[src/rtl/window_mean_fifo.sv]
// Captures a window sum on each strobe rising edge, rounds and shifts it to a saturated mean,
// and queues the mean in a small FIFO that drains through a valid/ready port.
module window_mean_fifo #(
  parameter int unsigned SUM_WIDTH = 32,
  parameter int unsigned OUT_WIDTH = 16,
  parameter int unsigned SHIFT     = 16,
  parameter int unsigned DEPTH     = 4
) (
  input  logic                     clk,
  input  logic                     rst,
  input  logic [SUM_WIDTH-1:0]     sum_in,
  input  logic                     sum_strobe,
  output logic [OUT_WIDTH-1:0]     out_data,
  output logic                     out_valid,
  input  logic                     out_ready,
  output logic [$clog2(DEPTH):0]   fifo_level,
  output logic [7:0]               overflow_cnt
);

  localparam int unsigned PTR_W = $clog2(DEPTH);
  localparam int unsigned LVL_W = PTR_W + 1;
  localparam int unsigned EXT_W = SUM_WIDTH + 1;

  localparam logic        [EXT_W-1:0] ROUND   = EXT_W'(1) << (SHIFT - 1);
  localparam logic signed [EXT_W-1:0] SAT_MAX = $signed(EXT_W'(2 ** (OUT_WIDTH - 1) - 1));
  localparam logic signed [EXT_W-1:0] SAT_MIN = ~SAT_MAX;

  logic                     strobe_prev;
  logic                     capture_c;
  logic signed [EXT_W-1:0]  ext_c;
  logic signed [EXT_W-1:0]  q_c;
  logic [OUT_WIDTH-1:0]     sat_c;

  logic                     s1_valid;
  logic [OUT_WIDTH-1:0]     s1_data;

  logic [OUT_WIDTH-1:0]     mem [DEPTH];
  logic [PTR_W-1:0]         wr_ptr;
  logic [PTR_W-1:0]         rd_ptr;

  logic                     rd_c;
  logic                     full_c;
  logic                     wr_c;
  logic                     drop_c;
  logic [LVL_W-1:0]         level_nxt_c;
  logic [OUT_WIDTH-1:0]     out_data_nxt_c;

  assign capture_c = sum_strobe & ~strobe_prev;

  // One extra bit of headroom so the rounding add can never wrap before saturation.
  always_comb begin
    ext_c = $signed({sum_in[SUM_WIDTH-1], sum_in} + ROUND);
    q_c   = ext_c >>> SHIFT;
    sat_c = q_c[OUT_WIDTH-1:0];
    if (q_c > SAT_MAX) begin
      sat_c = SAT_MAX[OUT_WIDTH-1:0];
    end else if (q_c < SAT_MIN) begin
      sat_c = SAT_MIN[OUT_WIDTH-1:0];
    end
  end

  // A full FIFO still accepts a write when the head is read on the same edge.
  always_comb begin
    rd_c           = out_valid & out_ready;
    full_c         = (fifo_level == LVL_W'(DEPTH));
    wr_c           = s1_valid & (~full_c | rd_c);
    drop_c         = s1_valid & full_c & ~rd_c;
    level_nxt_c    = fifo_level;
    out_data_nxt_c = out_data;
    case ({wr_c, rd_c})
      2'b10:   level_nxt_c = fifo_level + LVL_W'(1);
      2'b01:   level_nxt_c = fifo_level - LVL_W'(1);
      default: level_nxt_c = fifo_level;
    endcase
    if (level_nxt_c == '0) begin
      out_data_nxt_c = '0;
    end else if ((fifo_level == '0) || (rd_c && (fifo_level == LVL_W'(1)))) begin
      out_data_nxt_c = s1_data;
    end else if (rd_c) begin
      out_data_nxt_c = mem[rd_ptr + PTR_W'(1)];
    end
  end

  always_ff @(posedge clk or posedge rst) begin
    if (rst) begin
      strobe_prev  <= 1'b1;
      s1_valid     <= 1'b0;
      s1_data      <= '0;
      wr_ptr       <= '0;
      rd_ptr       <= '0;
      fifo_level   <= '0;
      out_valid    <= 1'b0;
      out_data     <= '0;
      overflow_cnt <= '0;
    end else begin
      strobe_prev <= sum_strobe;
      s1_valid    <= capture_c;
      if (capture_c) begin
        s1_data <= sat_c;
      end
      if (wr_c) begin
        wr_ptr <= wr_ptr + PTR_W'(1);
      end
      if (rd_c) begin
        rd_ptr <= rd_ptr + PTR_W'(1);
      end
      fifo_level <= level_nxt_c;
      out_valid  <= (level_nxt_c != '0);
      out_data   <= out_data_nxt_c;
      if (drop_c && (overflow_cnt != 8'hFF)) begin
        overflow_cnt <= overflow_cnt + 8'd1;
      end
    end
  end

  // Storage needs no reset; the pointers and level define what is valid.
  always_ff @(posedge clk) begin
    if (wr_c) begin
      mem[wr_ptr] <= s1_data;
    end
  end

endmodule

[config.mk]
export PLATFORM = sky130hd
export DESIGN_NAME = window_mean_fifo
export DESIGN_NICKNAME = d
export VERILOG_FILES = /design/src/rtl/window_mean_fifo.sv
export SDC_FILE = /design/constraint.sdc
export NUM_CORES = 1
export LEC_CHECK = 0
export CAP_MARGIN = 5
export CORE_MARGIN = 3
export CORE_UTILIZATION = 45
export DETAILED_ROUTE_END_ITERATION = 16
export GPL_ROUTABILITY_DRIVEN = 0
export GPL_TIMING_DRIVEN = 0
export PLACE_DENSITY = 0.67
export SYNTH_ARGS = -nofsm -noshare
export SYNTH_HDL_FRONTEND = slang
export SYNTH_SLANG_ARGS = --single-unit
[constraint.sdc]
create_clock -name clk -period 7.1 [get_ports clk]
set_input_delay 1.42 -clock clk [delete_from_list [all_inputs] [get_ports clk]]
set_output_delay 1.42 -clock clk [all_outputs]
set_load 0.03 [all_outputs]
[Word-level counts from Yosys, hierarchy flattened]
Memories as Yosys holds them, arrays and structs flattened.
Index checks and enable logic that the tools add are counted.
Word-level totals
  flip-flop bits (word level): 50
  bits in writable memories: 64
  input bits: 36
  output and inout bits: 28
  word-level logic and storage cells: 47
  memories: 1
Operators by class
  add/sub/neg operators: 6
  $lt $le $gt $ge: 2
  equality and inequality tests: 5
  mux-type cells: 8
  bitwise gates (word level): 9
  reductions and logical operators: 7
Memories
  mem: words 4, bits a word 16, read ports 1, clocked after Yosys merged registers in 0, wr ports 1, line 37  | logic [OUT_WIDTH-1:0] mem [DEPTH];
Operators by type and width (count)
  $mux W16: 5
  $add A32 B17 Y33 const B: 1
  $gt A17 B16 Y1 const B: 1
  $lt A17 B16 Y1 const B: 1
  $add A8 B1 Y8 const B: 1
  $ne A8 B8 Y1 const B: 1
  $logic_not A3 Y1: 2
  $pmux W3 S2: 1
  $reduce_bool A3 Y1: 2
  $and A1 B1 Y1: 5
  $add A2 B1 Y2 const B: 2
  $add A3 B1 Y3 const B: 1
  $eq A3 B1 Y1 const B: 1
  $eq A3 B3 Y1 const B: 1
  $not A1 Y1: 3
  $sub A3 B1 Y3 const B: 1
  $eq A2 B1 Y1 const B: 1
  $eq A2 B2 Y1 const B: 1
  $logic_and A1 B1 Y1: 2
  $mux W1: 2
  $logic_or A1 B1 Y1: 1
  $or A1 B1 Y1: 1

[Logic depth before layout (Yosys ltp)]
Gate-level depths: netlist of run 1.
  depth in word-level cells: 8
  mapped depth: 12
  mapped depth without buffers: 10

[Least setup slack after synthesis of run 1]
Ideal clock, no wire load.
  path kind: in2reg
  from: in out_ready
  to: reg out_data[0]
  setup time: 0.147 ns
  arrival: 3.303 ns
  path slack: 3.650 ns
  stages: 11
  buffers on the path: 3
  path through: nand2_1 > buf_2 > a31oi_2 > inv_1 > ha_1 > a221o_1 > a21oi_1 > and3_1 > buf_2 > buf_2 > a311oi_1
Between the ends
  longest elaborated chain between the ends: 7
  elaborated cells between the ends (all ways): 12
  those cells by class: 2 x eq/ne; 3 x mux; 3 x bitwise; 4 x reduce/logical
RTL lines
  from (decl): line 15  | input logic out_ready,
  $and A1 B1 Y1 (*): line 64  | rd_c = out_valid & out_ready;
  $or A1 B1 Y1 (*): line 66  | wr_c = s1_valid & (~full_c | rd_c);
  $and A1 B1 Y1 (*): line 66
  net wr_c: line 43  | logic wr_c;
  $eq A2 B1 Y1 or $eq A2 B2 Y1 (tied branches): line 70  | case ({wr_c, rd_c})
  $pmux W3 S2 (*): line 70
  $logic_not A3 Y1 (*): line 75  | if (level_nxt_c == '0) begin
  $reduce_bool A3 Y1 (no source line) or $mux W16 (tied branches)
  to (signal assigned): line 109  | out_data <= out_data_nxt_c;
  to (decl): line 13  | output logic [OUT_WIDTH-1:0] out_data,
Mark *: on every way through the listed nets, which the timed path passes. The rest lies on a longest branch.
A chain may end at the register's enable or synchronous reset.

[Worst setup path in the final report of run 1]
  from: in out_ready
  to: reg out_data[0]
Between the ends
  longest elaborated chain between the ends: 7
  elaborated cells between the ends (all ways): 12
  those cells by class: 2 x eq/ne; 3 x mux; 3 x bitwise; 4 x reduce/logical
RTL lines (line)
  $and A1 B1 Y1 (*): 64
  $or A1 B1 Y1: 66
  $and A1 B1 Y1: 66
  $eq A2 B1 Y1 or $eq A2 B2 Y1 (tied branches): 70
  $pmux W3 S2: 70
  $logic_not A3 Y1: 75
  $reduce_bool A3 Y1 (no source line) or $mux W16 (tied branches)
Mark *: on every way between the ends. The rest lies on a longest branch, timed or not.

==> summary by stage, run 1 <==
Synthesis
Summing the areas of all compound-gate instances in the mapped netlist gives 8.60% of the synthesized area. Counting flops with an async set or reset pin after synthesis yields a share of 43.9%. The warning count from the yosys run is 0.

The synthesized flop and latch total is ~110. The share of synthesized cell area in full adder, half adder and majority cells is ~3%. Synthesis produced roughly 380 cells. Of the post-synthesis cell area, the dominant cell type holds between 30% and 40%. Yosys mapped the design onto 52 distinct sky130hd cell types. The largest total area in the synthesized netlist belongs to edfxtp_1. In this run, synthesis inferred between 60 and 70 flip-flops with an integrated enable.

The cell area after technology mapping is ~5000 um^2. The leading cell type by number of instances after synthesis is edfxtp_1. Counting instances in the post-synthesis netlist gives the leading cell types as edfxtp_1 (64), dfrtp_1 (49), nand2_1 (47). The multiplexer share of the synthesized area is 7.56%. After synthesis, the cell types taking the most area are edfxtp_1 (38%), dfrtp_1 (24%), mux4_2 (7.1%). The number of nets produced by synthesis is ~430.

The fraction of the yosys area taken by sequential cells is ~63%. In this run the mean area of a mapped cell was between 10 and 15 um^2. The main combinational cell family by area after synthesis is simple AND/OR/NAND/NOR gates. The xor/xnor cell area share of the yosys netlist is 2.95%.

The synthesized netlist devotes 12.1% of its cell area to simple gates. The most used flip-flop cell after synthesis is edfxtp_1.

Floorplanning
The horizontal extent of the die is 112 um. The total area inside the core boundary comes to between 10000 and 15000 um^2. Row generation in the floorplan step produced 38 rows. Once the floorplan was initialized, standard cells occupied a little under half of the core. The floorplan die area is 12500 um^2. The height of the die is around 110 um.

64 I/O pins were placed.

Hold path
The worst min-delay path category is reg -> reg. The startpoint of the most critical hold path is overflow_cnt[5].

STA
The transition time of the tightest slew-check pin is roughly 0.91 ns. The relative slew slack is slightly below 40%. The count of final setup violators is 0.

The highest achievable clock rate is ~250 MHz. The tightest hold path in the finished design has a slack of just over 0.5 ns. The final sum of negative setup slack is 0 ns.

The max-slew violation total from the final report is 0. Setup repair after global routing left no endpoint under its margin. The minimum clock period after layout is 3.95 ns. For the final database, setup skew stands at roughly 0.010 ns. The number of failing hold endpoints at the final stage is 0. In the finished design, the share of the clock period the worst path needs comes to approximately 56%. The worst path meets setup with 3.15 ns of slack.

Worst setup path
STA classifies the critical path endpoint as a flip-flop. The startpoint of the most critical setup path is out_ready. The reg2reg setup slack is roughly 4.1 ns. For the worst flop-to-flop path, the logic depth is 10. The capturing instance or port of the critical path is out_data[0].

The worst path required time is ~7.4 ns. At the worst endpoint, the arrival time is around 4.3 ns. The type of the setup path with the least slack is in -> reg. The biggest fanout along the worst timing path is 10. The worst setup path is launched from a primary input.

The end of the worst register-to-register path is out_data[0]. The worst register-to-register path begins at out_valid.

Route
The post-detailed-route count of antenna-violating nets is 0. Wires add up to between 10000 and 15000 um. The first routing iteration left approximately 180 violations. The detailed-routing iteration count for the pre-antenna-repair pass is 4. The via count normalized by instance count is about 5.5. The total vias in the final route is 3317. After detailed routing, the number of remaining DRC violations is 0. The average wire length per cell after detail routing is approximately 18 um.

CTS
Clock-pin slew was measured on the worst setup and hold paths at ~0.060 ns. The CTS tree is done. The tree is rooted in a clkbuf_8. After clock tree synthesis, the repair step resized 0 gates.

The deepest level of the CTS H-tree is 4. Buffers inserted during clock tree synthesis total 17. Counting along the longest clock path gives a buffer depth of 2. The clock latency on the worst-skew pair is ~0.51 ns. For this design, the sink count on the clock tree is 114.

The post-CTS setup buffer count is 0. The number of hold buffers added after CTS was 0.

Global routing
For this run the aggregate overflow at the end of global routing stands at 0. The total global routing track utilization is between 10% and 20%. Entering global routing, the biggest net connects a little over 40 pins. The first-pass GRT wire length is 17600 um. The via count of the first global-routing pass was around 3500.

The number of antenna violations at the first check in global routing is 0.

Cells and area
The post-synthesis to final-layout area growth is 23.5%. In the final layout, the share of cells above drive strength 1 is around 15%. The final layout contains ~500 nets. The total non-filler cell area in the finished layout is 6230 um^2. The final-layout fill cell count is 916. The number of diodes added for antenna fixing is 0.

Pwr
In this run the power density over the cells is 387 nW/um^2. The highest ir drop seen on vdd is 0.000197 V. The leakage power figure is 2.30 nW. The overall power consumption is 2.41 mW.

Run
The number of maximum-capacitance constraint violations is 0.

Placement
The quantity of I/O buffers inserted on ports is 48. The placed instance area is 5720 um^2. At the placement stage, the worst setup path has a slack of about 2.6 ns. The HPWL after detailed placement is between 7000 and 8000 um.

Outcome
The flow ran to the end, and the final reports show no timing, DRC or antenna violations.
[state kept, by name, summed over array words and instances (netlist names)]
name,flops
rd_ptr,2
s1_valid,1
fifo_level,3
out_data,16
out_valid,1
wr_ptr,2
overflow_cnt,8
mem,64
s1_data,16
strobe_prev,1
[metal layers]
metal | up-vias | global-route usage [%] | part of all wire (%)
li1 | 1561 | - | -
met1 | 1642 | 21.3 | 41
met2 | 100 | 32.1 | 52
met3 | 14 | 4.67 | 5.3
met4 | 0 | 7.06 | 1.6
met5 | - | 0 | 0
[placed cells by master, fill, tap and decap left out, types with 2 or more instances in the layout]
master           synthesis  routed
a21oi_1                 16      16
a311oi_1                16      16
a31oi_1                  2       2
and2_1                   4       4
and3_1                   6       6
and3_4                   2       2
and4_1                   3       3
buf_2                    5       5
buf_4                    2       2
clkbuf_1                 7       8
clkbuf_16                0      16
clkdlybuf4s50_1          0      48
clkinv_1                 1       3
clkinv_2                 0       4
clkinv_4                 0       3
clkinvlp_4               0       4
dfrtp_1                 49      49
edfxtp_1                64      64
ha_1                    12      12
inv_1                   17      16
mux4_2                  16      16
nand2_1                 47      47
nand3_1                 10      10
nand4_1                  8       8
nor2_1                  33      33
nor3_1                   4       4
nor4_1                   3       3
o211ai_1                 2       2
o21a_1                   2       2
o21ai_0                  6       6
o31ai_1                  2       2
or2_2                    2       2
xnor2_1                 14      14
xor2_1                   3       3
[how the worst min path moves through the flow]
| stage | to | slack, ns | cells past startpoint |
|---|---|---|---|
| 6_report | overflow_cnt[5] | 0.51 | 1 |
| 5_1_grt | overflow_cnt[5] | 0.54 | 1 |
| 4_1_cts | overflow_cnt[0] | 0.52 | 1 |
| 3_5_place_dp | overflow_cnt[0] | 0.51 | 1 |
| 3_3_place_gp | overflow_cnt[5] | 0.48 | 1 |
| 2_1_floorplan | mem[0][12] | 0.50 | 0 |
[area by class of cell]
| cell class | instances | area (um^2) | area share, % |
|---|---|---|---|
| Multi-Input combinational cell | 233 | 1730 | 27.7 |
| Inverter | 18 | 67.6 | 1.08 |
| Sequential cell | 114 | 3170 | 50.9 |
| Timing Repair Buffer | 49 | 500 | 8.03 |
| Clock buffer | 18 | 418 | 6.70 |
| Buffer | 16 | 81.3 | 1.30 |
| Clock inverter | 14 | 92.6 | 1.49 |
| Tap cell | 140 | 175 | 2.81 |
[through the flow]
| stage | instances | utilization [%] |
|---|---|---|
| 6_report | 602 | 57.3 |
| 3_5_place_dp | 570 | 52.6 |
| 5_1_grt | 602 | 57.3 |
| 3_3_place_gp | 569 | 52.4 |
| 4_1_cts | 602 | 57.3 |
| 2_1_floorplan | 381 | - |
[worst max-delay path, cell delays in order]
cell and delay (ns):
clkdlybuf4s50_1 0.42, nand2_1 0.11, buf_2 0.26, buf_1 0.48, ha_1 0.39, a221o_1 0.29
a21oi_1 0.18, and3_1 0.17, buf_2 0.20, buf_2 0.28, a311oi_1 0.08
[kinds of logic (layout without fill, tap and decap cells)]
kind of cell               count (synthesis)  count (layout)
and+or+nand+nor                          128             128
DFF                                      114             114
AOI/OAI and AO/OA                         58              58
buffers and inverters                     34             115
muxes                                     18              18
xor gates and xnor gates                  17              17
adders and majority gates                 12              12
[where the power goes]
part           total [mW]  leakage [nW]  internal, mW  switching [mW]
combinational       0.787         0.865         0.321           0.465
clock               0.710         0.242         0.423           0.286
sequential          0.914          1.20         0.836          0.0787
total                2.41          2.30          1.58           0.830
(Power assumes the default switching activity.)
==> run 2, diff against run 1 <==
--- a/config.mk
+++ b/config.mk
@@ -11,7 +11,7 @@
 export DETAILED_ROUTE_END_ITERATION = 16
 export GPL_ROUTABILITY_DRIVEN = 0
 export GPL_TIMING_DRIVEN = 0
-export PLACE_DENSITY = 0.67
+export PLACE_DENSITY = 0.7
 export SYNTH_ARGS = -nofsm -noshare
 export SYNTH_HDL_FRONTEND = slang
 export SYNTH_SLANG_ARGS = --single-unit
==> constraint.sdc (replaced) <==
create_clock -name clk -period 3.45 [get_ports clk]
set_input_delay 0.69 -clock clk [delete_from_list [all_inputs] [get_ports clk]]
set_output_delay 0.69 -clock clk [all_outputs]
set_load 0.03 [all_outputs]
==> run 2 against run 1 <==
Effect of this change:
- worst hold slack worse by 0.014 ns
- clock skew decreased by 0.0036 ns
- final area up 1.7%
- largest cell class unchanged
==> summary by stage, run 2 (synthesized netlist as in run 1, its figures left out) <==
Outcome
The run finished with clean final reports.

Floorplanning
The floorplan die area is 12500 um^2 (unchanged). The height of the die was 112 um (unchanged). The starting utilization of the core area is 46.4% (unchanged). The horizontal extent of the die came to 112 um (unchanged).

The number of rows in the core area is 38 (unchanged). The I/O pin total is 64 (unchanged). The area of the placeable core is 10900 um^2 (unchanged).

CTS
The number of clock sinks seen by CTS is 114 (unchanged). TritonCTS built the clock tree. The clock input transition at the sequential cells of the worst setup and hold paths is 0.06 ns (about the same). The clock latency on the worst-skew pair is 0.51 ns (about the same). The quantity of hold-fixing buffers added after cts is 0 (unchanged).

The number of buffers created by CTS came to 17 (unchanged). The maximum clock insertion buffer count is 2 (unchanged). The deepest level of the CTS H-tree came to 4 (unchanged). The root buffer cell chosen for the clock tree is clkbuf_8.

The post-CTS setup buffer count is 0 (unchanged). The post-cts resize count is 0 (unchanged).

STA
The setup skew after layout is 0.00686 ns (-0.00358 ns). The number of failing hold endpoints at the final stage is 0 (unchanged). The count of final setup violators is 0 (unchanged). The minimum clock period after layout is between 3 and 4 ns. The relative slew slack came to 40.8% (+1.7 points).

The final critical path takes up between 90% and 100% of the cycle. The post-layout worst setup margin is 0.241 ns (-2.91 ns). The max-slew violation total from the final report came to 0 (unchanged).

The highest achievable clock rate is roughly 310 MHz. The final sum of negative setup slack is 0 ns (unchanged). Setup repair after global routing left no endpoint under its margin. The transition time of the tightest slew-check pin was 0.888 ns (-0.0259 ns).

Worst setup path
The type of the setup path with the least slack is in -> reg. The kind of cell with the highest combined delay along the critical path is buffers and inverters. The most numerous cell type found on the critical path is buf_2. The standard cell with the maximum stage delay on the critical path is buf_1. The buffering stage count on the worst path with inverters included is 5 (unchanged). The worst setup path is launched from a primary input. The highest cell delay on the worst timing path was 0.46 ns (-0.02 ns). The worst setup path is captured at a flip-flop.

The worst path required time is 3.79 ns (-3.65 ns). Walking the worst path, the cells encountered are clkdlybuf4s50_1 > nand2_1 > buf_2 > buf_1 > ha_1 > a221o_1 > a21oi_1 > and3_1 > buf_2 > buf_2 > a311oi_1. The endpoint arrival time on the critical path is 3.55 ns (-0.74 ns).

The biggest fanout along the worst timing path came to 10 (unchanged).

Pwr
The power density of the placed cells is 835 nW/um^2 (+120%). The highest ir drop seen on vdd came to 0.000409 V (+110%). The leakage power figure is 2.36 nW (+2.3%).

Global routing
The met2 demand-to-capacity share in global routing is 31.1% (-1.0 points). The number of antenna violations at the first check in global routing is 0 (unchanged). The via count of the first global-routing pass is 3407 (-3.2%).

The leftover overflow at the end of global routing is 0 (unchanged). The met1 layer usage reported by global route is 21.7% (+0.33 points). The met3 global-route usage came to 3.91% (-0.76 points). The global-route layer with the greatest usage is met2. The maximum number of pins on one net before global-route repair is 27 (-34%). The total global routing track utilization is 18.0% (-0.25 points). The first-pass GRT wire length was 17500 um (-0.59%).

Cells and area
The number of diodes added for antenna fixing came to 0 (unchanged). The number of flip-flops under the largest register name came to 64 (unchanged). The number of nets at the end of the flow is 497 (unchanged). In the final layout, the registers with the most flip-flops are mem: 64 flops, out_data: 16 flops, s1_data: 16 flops. The largest register by flop count is mem. The post-synthesis to final-layout area growth is 25.7%. The top cell types in the final layout, fill and taps aside, are edfxtp_1 (64), dfrtp_1 (49), clkdlybuf4s50_1 (48). The total non-filler cell area in the finished layout is 6340 um^2 (+1.7%). The fraction of final layout cells with drive strength greater than 1 is 15.4% (+0.65 points).

The most common cell after layout, fill and taps aside is edfxtp_1.

Placement
The post-place setup slack was -0.283 ns (-2.93 ns). The quantity of I/O buffers inserted on ports came to 48 (unchanged). The placed instance area is 5720 um^2 (unchanged). The estimated wirelength of the detail-placed design is 7180 um (about the same).

Route
The iteration-0 DRC count of the detailed router was 174 (-0.57%). The total wirelength of the detailed-routed design came to 10500 um (-0.87%). The total vias in the final route came to 3347 (+0.90%). The detailed-route DRC error count is 0 (unchanged). The via count normalized by instance count is 5.56 (+0.90%). The detailed-routing iteration count for the pre-antenna-repair pass was 4 (unchanged). The post-detailed-route count of antenna-violating nets is 0 (unchanged). The average wire length per cell after detail routing is 17.5 um (-0.87%).

Run
The number of maximum-capacitance constraint violations came to 0 (unchanged).

Hold path
The tightest min-delay check is of the reg -> reg type.
-- run 2: changes by cell type in the layout (fill, tap and decap cells not counted), sizes merged --
cell | before | now
clkinvlp | 4 | 3
clkbuf | 25 | 24
inv | 18 | 21
bufinv | 0 | 4
clkinv | 10 | 5
-- run 2: worst paths after layout --
check / from / endpoint / cells after the start / slack, ns
max: out_ready / out_data[14] / 11 / 0.24
min: overflow_cnt[5] / overflow_cnt[5] / 1 / 0.50
max reg2reg: fifo_level[0] / out_data[14] / 11 / 0.45
min reg2reg: overflow_cnt[5] / overflow_cnt[5] / 1 / 0.50
max in group asynchronous: rst / strobe_prev / 3 / 2.26
min in group asynchronous: rst / fifo_level[0] / 2 / 0.57
-- run 2: layer usage --
metal	vias up	wire length [um]
met1	1683	4410
li1	1559	-
met4	0	173
met2	91	5570
met3	14	376
met5	-	0
-- run 2: worst register-to-register path: stages (launching register included) --
cell      delay (ns)
dfrtp_1         0.45
inv_1           0.10
ha_1            0.25
a31oi_2         0.42
inv_1           0.09
ha_1            0.24
a221o_1         0.36
a21oi_1         0.17
and3_1          0.17
buf_2           0.20
buf_2           0.27
a311oi_1        0.10
-- run 2: cell type report --
class	instances	area (um^2)
fill	884	4540
sequential	114	3170
multi-input combinational	233	1730
timing repair buffer	49	500
clock buffer	17	414
clock inverter	15	205
tap	140	175
buffer	16	81.3
inverter	18	67.6
-- run 2: report_power, final --
part           switching (mW)  internal, mW  leakage, nW
clock network           0.621          1.18        0.296
logic                   0.954         0.661        0.865
registers               0.161          1.72         1.20
total                    1.74          3.56         2.36
-- run 2: per-stage QoR --
step	hold slack [ns]	util (%)	power, mW	instances
after CTS	0.505	58.3	5.34	602
after detailed placement	0.497	52.6	3.53	570
after global placement	0.490	52.4	3.47	569
final	0.497	58.3	5.29	602
after floorplan	0.497	-	2.96	381
after global routing	0.538	58.3	5.58	602
==> run 3, diff against run 2 <==
--- a/config.mk
+++ b/config.mk
@@ -12,6 +12,7 @@
 export GPL_ROUTABILITY_DRIVEN = 0
 export GPL_TIMING_DRIVEN = 0
 export PLACE_DENSITY = 0.7
+export REMOVE_ABC_BUFFERS = 1
 export SYNTH_ARGS = -nofsm -noshare
 export SYNTH_HDL_FRONTEND = slang
 export SYNTH_SLANG_ARGS = --single-unit
==> run 3 against run 2 <==
Effect of this change:
- via count fell by 1.6%
- setup slack got worse by 0.017 ns
- utilization fell by 1.2 points
- fmax fell by 0.52%
- final area fell by 2.0%
- sequential power rose by 5%
- largest power group unchanged
- register-to-register slack improved by 0.02 ns
==> summary by stage, run 3 (synthesized netlist as in run 1, its figures left out) <==
Outcome
The run finished with clean final reports.

Worst setup path
The worst path required time is 3.79 ns (about the same). The startpoint identified for the worst register-to-register timing path is out_valid. The type of the setup path with the least slack is in -> reg. The endpoint arrival time on the critical path is 3.57 ns (+0.02 ns). The biggest fanout along the worst timing path came to 21 (+11). The startpoint type of the worst setup path is a primary input. The worst setup path is captured at a flip-flop.

The path depth of the worst reg2reg path is 7 (-4). The reg2reg setup slack was 0.47 ns (+0.02 ns). The end of the worst register-to-register path is out_data[3].

Pwr
The proportion of power drawn by the clock network is 32.7% (-1.3 points). The switching power is 1.68 mW (-3.3%). The relative contribution of combinational cells to total power is 28.4% (-2.1 points). The power density of the placed cells is 820 nW/um^2 (-1.8%). The internal power component came to 3.42 mW (-4.0%).

The highest ir drop seen on vdd is 0.000464 V (+13%). The leakage power figure is 2.30 nW (-2.6%). The register share of total power was 38.9% (+3.4 points). The share of total power consumed by net switching is 32.9% (+0.16 points).

CTS
The number of clock sinks seen by CTS is 114 (unchanged). The maximum clock insertion buffer count is 2 (unchanged). The number of buffers created by CTS is 17 (unchanged). The deepest level of the CTS H-tree is 4 (unchanged).

The clock input transition at the sequential cells of the worst setup and hold paths is 0.06 ns (about the same). The CTS tree is done. The root buffer cell chosen for the clock tree is clkbuf_8. The clock latency on the worst-skew pair was 0.51 ns (about the same). The quantity of hold-fixing buffers added after cts is 0 (unchanged).

STA
The final critical-path share of the clock period is 93.5% (+0.49 points). The worst hold slack after final layout is 0.493 ns (-0.00399 ns). The max-slew violation total from the final report is 0 (unchanged).

The number of failing hold endpoints at the final stage came to 0 (unchanged). The highest achievable clock rate is 310 MHz (-0.52%). The final sum of negative setup slack is 0 ns (unchanged).

The post-layout worst setup margin was 0.224 ns (-0.0169 ns). The count of final setup violators is 0 (unchanged). The transition time of the tightest slew-check pin came to 1.09 ns (+0.200 ns). The relative slew slack is 27.4% (-13 points).

Setup repair after global routing left no endpoint under its margin. The minimum clock period after layout came to 3.23 ns (+0.0169 ns). The setup skew after layout is 0.00764 ns (+0.000788 ns).

Route
The via count normalized by instance count is 5.62 (+1.1%). The total vias in the final route is 3293 (-1.6%). The detailed-route DRC error count is 0 (unchanged). The post-detailed-route count of antenna-violating nets was 0 (unchanged). The average wire length per cell after detail routing was 18.5 um (+5.6%). The total wirelength of the detailed-routed design was 10800 um (+2.8%).

The iteration-0 DRC count of the detailed router is 300 (+72%). The detailed-routing iteration count for the pre-antenna-repair pass is 5 (+1).

Cells and area
The largest registers in the layout are mem: 64 flops, out_data: 16 flops, s1_data: 16 flops. The final-layout fill cell count is 861 (-2.6%). The share of the core filled with cells in the final layout is 57.1% (-1.2 points). The library cells used most frequently in the layout, excluding fill and tap cells, are edfxtp_1 (64), dfrtp_1 (49), clkdlybuf4s50_1 (48). The post-synthesis to final-layout area growth is 23.1%.

The number of flip-flops under the largest register name is 64 (unchanged). The area of all sequential standard cells is 3170 um^2 (unchanged). The number of diodes added for antenna fixing is 0 (unchanged).

The number of nets at the end of the flow is 481 (-3.2%). The fraction of final layout cells with drive strength greater than 1 was 13.7% (-1.7 points). The largest register by flop count is mem.

The most common cell after layout, fill and taps aside is edfxtp_1. The combined area of the multi-input logic cells is 1730 um^2 (+0.22%).

Global routing
The number of antenna violations at the first check in global routing is 0 (unchanged). The via count of the first global-routing pass came to 3475 (+2.0%). The maximum number of pins on one net before global-route repair is 33 (+22%). The first-pass GRT wire length was 17700 um (+0.95%).

The leftover overflow at the end of global routing is 0 (unchanged). The total global routing track utilization was 18.3% (+0.36 points).

Floorplanning
The height of the die came to 112 um (unchanged). The floorplan die area was 12500 um^2 (unchanged). The starting utilization of the core area came to 46.4% (unchanged). The area of the placeable core is 10900 um^2 (unchanged).

The I/O pin total is 64 (unchanged). The horizontal extent of the die is 112 um (unchanged). The number of rows in the core area is 38 (unchanged).

Hold path
The path class of the tightest hold or removal check is reg -> reg. The worst hold path stage count was 1 (unchanged). The startpoint of the most critical hold path is overflow_cnt[5].

The endpoint of the worst hold path is overflow_cnt[5].

Placement
The post-place setup slack is -1.33 ns (-1.05 ns). The quantity of I/O buffers inserted on ports was 48 (unchanged). The estimated wirelength of the detail-placed design is 6700 um (-6.7%).

Run
The number of maximum-capacitance constraint violations came to 0 (unchanged).
-- run 3: cell count changes in the layout (fill, tap and decap cells not counted), moves of 2 or more --
cell,before,now
inv_6,4,0
clkbuf_1,7,3
clkinv_2,2,5
buf_2,5,0
buf_4,2,0
-- run 3: how the worst max path moves through the flow --
stage | start | end | slack (ns) | depth (start not counted)
2_1_floorplan | out_ready | out_data[0] | 0.43 | 7
3_3_place_gp | out_ready | out_data[4] | -1.29 | 8
3_5_place_dp | out_ready | out_data[3] | -1.33 | 8
4_1_cts | out_ready | out_data[3] | 0.24 | 8
5_1_grt | out_ready | out_data[7] | 0.05 | 9
6_report | out_ready | out_data[3] | 0.22 | 9
-- run 3: power by group through the flow --
stage	Combinational, mW	Clock (mW)	Sequential [mW]
2_1_floorplan	0.770	0	2.12
3_3_place_gp	1.39	0	1.99
3_5_place_dp	1.43	0	2.01
4_1_cts	1.45	1.68	1.99
5_1_grt	1.57	1.75	2.03
6_report	1.44	1.67	1.98
-- run 3: final cells by class --
cell class / count / area share (%)
Inverter: 18 / 1.11
Timing Repair Buffer: 49 / 8.05
Clock inverter: 12 / 2.28
Sequential cell: 114 / 51.1
Clock buffer: 20 / 6.85
Multi-Input combinational cell: 233 / 27.8
Tap cell: 140 / 2.82
-- run 3: through the flow --
| step | power (mW) | std cells | area, um^2 |
|---|---|---|---|
| 2_1_floorplan | 2.89 | 365 | 4970 |
| 3_3_place_gp | 3.38 | 553 | 5620 |
| 3_5_place_dp | 3.43 | 554 | 5640 |
| 4_1_cts | 5.12 | 586 | 6210 |
| 5_1_grt | 5.35 | 586 | 6210 |
| 6_report | 5.09 | 586 | 6210 |
-- run 3: timing repair --
action	in CTS	in global routing
setup endpoints to repair	17	0
resized for setup	3	0
hold endpoints to repair	0	0
buffers inserted	0	0
-- run 3: critical path: stages --
cell and delay (ns):
clkdlybuf4s50_1 0.49, nand2_2 0.32, a31oi_2 0.56, inv_1 0.09, ha_1 0.24, a221o_1 0.35
a21oi_1 0.21, and3_2 0.51, a311oi_1 0.10
-- run 3: metal layers --
layer	up-vias	part of all wire [%]	global-route usage, %
li1	1529	-	-
met2	103	49	29.6
met3	21	5.7	4.89
met4	0	1.9	8.60
met1	1640	43	23.2
met5	-	0	0
